`src/rtl/instruction_fetch.sv`:
```
// Instruction fetch front end: drives the PC into a synchronous-read memory,
// tracks the single in-flight read, and buffers returned words in a 2-deep FIFO.
module instruction_fetch #(
  parameter int              DWIDTH   = 32,
  parameter int              MEMDEPTH = 1024,
  parameter int              AWIDTH   = $clog2(MEMDEPTH),
  parameter logic [DWIDTH-1:0] RESET_PC = '0
) (
  input  logic              clk,
  input  logic              reset,
  output logic [DWIDTH-1:0] addressOut,
  input  logic [DWIDTH-1:0] instructionIn,
  input  logic              redirectValid,
  input  logic [DWIDTH-1:0] redirectPc,
  output logic              instrValid,
  input  logic              instrReady,
  output logic [DWIDTH-1:0] instrOut,
  output logic [DWIDTH-1:0] pcOut
);

  typedef struct packed {
    logic [DWIDTH-1:0] instr;
    logic [DWIDTH-1:0] pc;
  } entry_t;

  entry_t [1:0]      fifo;
  logic [1:0]        count;
  logic [DWIDTH-1:0] fetchPc;
  logic [DWIDTH-1:0] inflightPc;
  logic              inflight;

  logic       pop, push, issue, wrIdx;
  logic [2:0] credit;

  assign pop    = instrValid && instrReady;
  assign push   = inflight;
  // Slots already promised to buffered or in-flight words, net of this cycle's pop.
  assign credit = {1'b0, count} + {2'b0, inflight} - {2'b0, pop};
  assign issue  = reset && !redirectValid && (credit < 3'd2);
  // Pushed word lands behind whatever survives this cycle's pop.
  assign wrIdx  = (count == 2'd2) || (count == 2'd1 && !pop);

  assign instrValid = (count != 2'd0);
  assign instrOut   = fifo[0].instr;
  assign pcOut      = fifo[0].pc;
  assign addressOut = {{(DWIDTH-AWIDTH){1'b0}}, fetchPc[AWIDTH+1:2]};

  logic unused_redirect_lsbs;
  assign unused_redirect_lsbs = ^redirectPc[1:0];

  always_ff @(posedge clk) begin
    if (!reset) begin
      fetchPc    <= RESET_PC;
      inflight   <= 1'b0;
      inflightPc <= '0;
      count      <= 2'd0;
      fifo       <= '0;
    end else if (redirectValid) begin
      // Flush: the word returning next cycle belongs to the old path.
      fetchPc  <= {redirectPc[DWIDTH-1:2], 2'b00};
      inflight <= 1'b0;
      count    <= 2'd0;
    end else begin
      inflight <= issue;
      if (issue) begin
        inflightPc <= fetchPc;
        fetchPc    <= fetchPc + DWIDTH'(4);
      end
      count <= count + {1'b0, push} - {1'b0, pop};
      if (pop)
        fifo[0] <= fifo[1];
      if (push)
        fifo[wrIdx] <= '{instr: instructionIn, pc: inflightPc};
    end
  end

endmodule

```
`config.mk`:
```
export PLATFORM = sky130hd
export DESIGN_NAME = instruction_fetch
export DESIGN_NICKNAME = d
export VERILOG_FILES = /design/src/rtl/instruction_fetch.sv
export SDC_FILE = /design/constraint.sdc
export NUM_CORES = 1
export LEC_CHECK = 0
export ABC_CLOCK_PERIOD_IN_PS = 3500
export BUFFER_PORTS_ARGS = -buffer_cell sky130_fd_sc_hd__buf_2
export CAP_MARGIN = 20
export CORE_MARGIN = 5
export CORE_UTILIZATION = 30
export DETAILED_ROUTE_END_ITERATION = 16
export GPL_TIMING_DRIVEN = 0
export PLACE_DENSITY = 0.59
export SYNTH_ARGS = -nofsm -noshare
export SYNTH_HDL_FRONTEND = slang
export SYNTH_SLANG_ARGS = --single-unit
```
`constraint.sdc`:
```
create_clock -name clk -period 3.5 [get_ports clk]
set_clock_uncertainty 0.1 [all_clocks]
set_input_delay 0.35 -clock clk [delete_from_list [all_inputs] [get_ports clk]]
set_output_delay 0.35 -clock clk [all_outputs]
set_load 0.02 [all_outputs]
```
# Yosys cells after proc, flatten, opt, wreduce, memory -nomap -nowiden
# Cells that the tools add are included.
[totals] register_bits=195 input_bits=68 output_inout_bits=97 wordCells=43
[classes] addsub=5 n_lt_le_gt_ge=3 eq_ne=2 mux=9 bitwise=2 n_reduce_logical=13
[op_table] operator="$mux W64" count=5
[op_table] operator="$bwmux W128" count=1
[op_table] operator="$demux W64 S1" count=1
[op_table] operator="$mux W32" count=2
[op_table] operator="$add A32 B3 Y32 const B" count=1
[op_table] operator="$logic_and A1 B1 Y1" count=5
[op_table] operator="$reduce_and A2 Y1" count=2
[op_table] operator="$reduce_bool A2 Y1" count=2
[op_table] operator="$add A2 B1 Y3" count=1
[op_table] operator="$lt A3 B2 Y1 const B" count=1
[op_table] operator="$sub A3 B1 Y3" count=1
[op_table] operator="$add A2 B1 Y2" count=1
[op_table] operator="$eq A2 B1 Y1 const B" count=1
[op_table] operator="$eq A2 B2 Y1 const B" count=1
[op_table] operator="$logic_not A1 Y1" count=2
[op_table] operator="$lt A1 B2 Y1 const B" count=1
[op_table] operator="$not A1 Y1" count=2
[op_table] operator="$reduce_or A2 Y1" count=1
[op_table] operator="$sub A2 B1 Y2" count=1
[op_table] operator="$ge A1 B1 Y1 const B" count=1
[op_table] operator="$logic_or A1 B1 Y1" count=1

# Logic depth before layout (Yosys ltp)
[logic_depth] ltp_word=11 depth_mapped=13 mapped_depth_nobuf=12

# Worst setup path before layout
# OpenSTA, ideal clock, no wires.
[synth_path] path_kind="flip-flop to flip-flop" from="register count[1]" to="register fetchPc[19]" setup_ns=0.115 t_arrival_ns=2.746 path_slack_ns=0.540 path_stages_with_launch=14 n_path_buf=1 synth_period_minus_slack_ns=2.960 cell_sequence="dfxtp_1 or2_2 nand2_1 or2_2 nand2_1 ha_1 fa_1 nor3b_2 nand2_2 inv_1 buf_4 nand2_1 o31a_1 o21a_1"
[synth_via] elab_chain_cells=6
[synth_lines] item="from (decl)" line_no="27" source="logic [1:0] count;"
[synth_lines] item="from (signal assigned)" line_no="69" source="count <= count + {1'b0, push} - {1'b0, pop};"
[synth_lines] item="$reduce_bool A2 Y1" line_no="43" source="assign instrValid = (count != 2'd0);"
[synth_lines] item="net instrValid" line_no="15" source="output logic instrValid,"
[synth_lines] item="$logic_and A1 B1 Y1" line_no="35" source="assign pop = instrValid && instrReady;"
[synth_lines] item="$sub A3 B1 Y3" line_no="38" source="assign credit = {1'b0, count} + {2'b0, inflight} - {2'b0, pop};"
[synth_lines] item="net credit[1]" line_no="33" source="logic [2:0] credit;"
[synth_lines] item="$lt A3 B2 Y1" line_no="39" source="assign issue = reset && !redirectValid && (credit < 3'd2);"
[synth_lines] item="$logic_and A1 B1 Y1" line_no="39"
[synth_lines] item="$reduce_bool A2 Y1 (no line)"
[synth_lines] item="to (signal assigned)" line_no="60" source="fetchPc <= {redirectPc[DWIDTH-1:2], 2'b00};"
[synth_lines] item="to (signal assigned)" line_no="67" source="fetchPc <= fetchPc + DWIDTH'(4);"
[synth_lines] item="to (decl)" line_no="28" source="logic [DWIDTH-1:0] fetchPc;"
# The timed path passes the listed nets, and every way through them passes these cells.
# A chain may end at the register's enable or synchronous reset.

# Final worst setup path
[layout_path] from="register count[1]" to="register fetchPc[19]"
[layout_via] elab_chain_cells=6
[layout_lines] item="branches (longest 2 deep; another with $add A2 B1 Y3)"
[layout_lines] item="$sub A3 B1 Y3 (*)" line_no="38"
[layout_lines] item="net credit[1]" line_no="33"
[layout_lines] item="$lt A3 B2 Y1 (*)" line_no="39"
[layout_lines] item="$logic_and A1 B1 Y1 (*)" line_no="39"
[layout_lines] item="$reduce_bool A2 Y1 (no line) (*)"
# Mark *: on every way through the listed nets, which the timed path passes.

==> flow_summary.toml <==
[floorplanning]
die_y_um = 180
ios = 165
die_w_um = 180
die_area_sq_mm = 0.0325
coreArea_sq_mm = 0.0287
fp-row-count = 62
initial_utilization = 0.303

[routing]
wl_per_cell_um = 14.4
drc_errors = 0
dr.first_iter.drc_count = 617
vias_per_cell = 4.58
wl_mm = 23.2
routed-via-count = 7373
ant_nets = 0
dr.pass1.iters = 5

[finish]
drive_above_1_share = 0.251
nets = 1284
areaGrowthSynthToFinish_pct = 20.8
final_cells = 1610
fillerInstances = 3048

[timing]
rsz0062_at_grt = "no"
fin_setup_tns_ps = 0
period_share = 0.949
hold_viol = 0
finalSetupViolCount = 0
slew_headroom = 0.517
max_freq_mhz = 301
slew_violations = 0
finalCriticalPeriod_ps = 3320
worst_slew_pin_slew_ps = 724

[critical_path]
critPathKind = "reg -> reg"
critPathMaxFanout = 10
crit_path_end_kind = "register"
worstPathArrival_ps = 3540
setup.worst_path.start_class = "register"
worstPathRequired_ps = 3720

[yosys]
syn_inst = 1035
yosysSeqAreaShare = 0.435
postSynthAreaPerCell_sq_um = 8.41
synth_flop_cell = "dfxtp_1"
synth_fa_ha_area_frac = 0.00518
ys_types = 54
synthTopCellsByArea = "dfxtp_1 43%, buf_4 9.1%, nand2_1 8.8%"
synth_compound_area_frac = 0.162
muxShareOfSynthArea = 0.0748
synthSimpleGateAreaFrac = 0.179
synth_edf_count = 0
synth_top_area_frac = 0.435
synth_top_family_by_area = "simple AND/OR/NAND/NOR gates"
ys_warn_count = 0
yosys.area.top_type = "dfxtp_1"
ys_ff_latch = 189
async_reset_ff_frac = 0
synth_xor_xnor_area_share = 0.00705
synth_area_sq_mm = 0.00870

[clock_network]
cts.sinks = 189
cts_tree = "yes"
post-cts-setup-buffer-count = 0
cts_root_buf = "clkbuf_16"
clkSlewWorstSetupHoldPaths_ps = 70
htree_levels = 4
cts-buffers-inserted = 17
cts_resized = 0
clock_path_buffers = 2
clkLatencyLatePin_ps = 420
cts_hold_buf = 0

[global_routing]
grt.total_usage = 0.139
grt_max_degree = 17
grt_pass1_wl_mm = 37.3
grt_pass1_vias = 7034
antenna_found_initial = 3
grt-ovfl-total = 0

[placed_design]
place.gp.congestion = 0.849
io_buffers = 138
dpl.hpwl_mm = 17.7
placedCellCount = 1578

[outcome]
status = "finished, final reports clean"

[power]
ir_worst_vdd_uv = 348
powerDensity_mw_per_mm2 = 465
p_leak_nw = 4.48

[min_path]
hold_path.class = "in -> reg"

[run]
maxCapViolCount = 0
## sequential cells by signal, indices dropped and copies added (netlist names)
name / count
fifo: 62
instrOut: 32
pcOut: 32
fetchPc: 30
inflightPc: 30
count: 2
inflight: 1
## layout by cell type (no fill, tap or decap), types with 10 or more instances in the layout
cell / Yosys / layout
nand2_1: 205 / 205
dfxtp_1: 189 / 189
buf_2: 14 / 152
a21oi_1: 111 / 111
buf_4: 105 / 105
nor2_1: 80 / 80
mux2i_1: 65 / 65
a211oi_1: 63 / 63
clkbuf_1: 39 / 44
conb_1: 1 / 22
nand3_1: 19 / 19
clkbuf_16: 0 / 17
o21ai_0: 15 / 15
nand4_1: 13 / 13
buf_6: 12 / 12
inv_1: 10 / 10
a31oi_1: 10 / 10
## cells in the mapped netlist, types with 2 or more instances
master	instances
a211oi_1	63
a21o_1	3
a21oi_1	111
a221oi_1	3
a22oi_1	3
a31oi_1	10
a32oi_1	4
and2_1	6
and3_1	6
and4_1	2
buf_2	14
buf_4	105
buf_6	12
clkbuf_1	39
dfxtp_1	189
ha_1	2
inv_1	10
mux2i_1	65
nand2_1	205
nand3_1	19
nand4_1	13
nor2_1	80
nor2b_1	5
nor3_1	6
nor3b_1	3
o21ai_0	15
o22ai_1	6
o31a_1	2
or2_2	2
or3b_1	2
xor2_1	7
## worst paths after layout
check / startpoint / to / slack [ps] / depth (start not counted)
hold reg to reg: fifo[91]$_SDFFE_PN0P_ / fifo[91]$_SDFFE_PN0P_ / 350 / 2
setup / recovery: count[1]$_SDFF_PP0_ / fetchPc[19]$_SDFFE_PN0P_ / 180 / 13
setup reg to reg: count[1]$_SDFF_PP0_ / fetchPc[19]$_SDFFE_PN0P_ / 180 / 13
hold / removal: instructionIn[23] / fifo[119]$_SDFFE_PN0P_ / 80 / 3
## per-stage QoR
| step | instance area (sq um) | hold WS [ps] | setup WS [ps] | power [W] | util |
|---|---|---|---|---|---|
| floorplan | 8780 | 336 | 540 | 0.00288 | - |
| global placement | 9950 | 341 | 192 | 0.00310 | 0.347 |
| detailed placement | 9950 | 346 | 162 | 0.00311 | 0.347 |
| CTS | 10500 | 55.1 | 131 | 0.00494 | 0.366 |
| global route | 10500 | 68.0 | 30.7 | 0.00511 | 0.366 |
| finish | 10500 | 78.7 | 179 | 0.00488 | 0.366 |
## routing by layer
| layer | vias to the layer above | share of wire | GRT usage |
|---|---|---|---|
| li1 | 3788 | - | - |
| met1 | 3389 | 0.48 | 0.190 |
| met2 | 172 | 0.46 | 0.224 |
| met3 | 20 | 0.044 | 0.0289 |
| met4 | 4 | 0.014 | 0.0363 |
| met5 | - | 0.00091 | 0 |
## report_power, final
group	switching, W	internal (W)
clock network	0.000796	0.00103
logic	0.000421	0.000308
registers	0.0000772	0.00224
total	0.00129	0.00359
## critical path, stage by stage (launching register included)
cell     delay [ps]
dfxtp_1         350
or2_2           350
nand2_1         160
or2_2           160
nand2_1          60
ha_1            190
fa_1            500
nor3b_4         310
nand2_2         180
inv_1           120
buf_4           190
nand2_1         120
o31a_1          250
o21a_1          170
## cell type report
type	count	area [sq um]	share of cell area
inverters	10	37.5	0.00357
clock buffers	25	485	0.0462
plain buffers	171	1140	0.109
diodes	1	2.50	0.000238
flip-flops and latches	189	3780	0.360
repair buffers	138	691	0.0657
clock inverters	6	61.3	0.00584
well taps	384	480	0.0457
multi-input cells	686	3820	0.364
## logic make-up after synthesis
group           count (synthesis)
compound gates                229
buf+inv                       181
simple gates                  360
other cells                     1
xor+xnor                        7
mux                            65
fa+ha+maj                       3
flops                         189
Power figures use the tool's default switching activity.
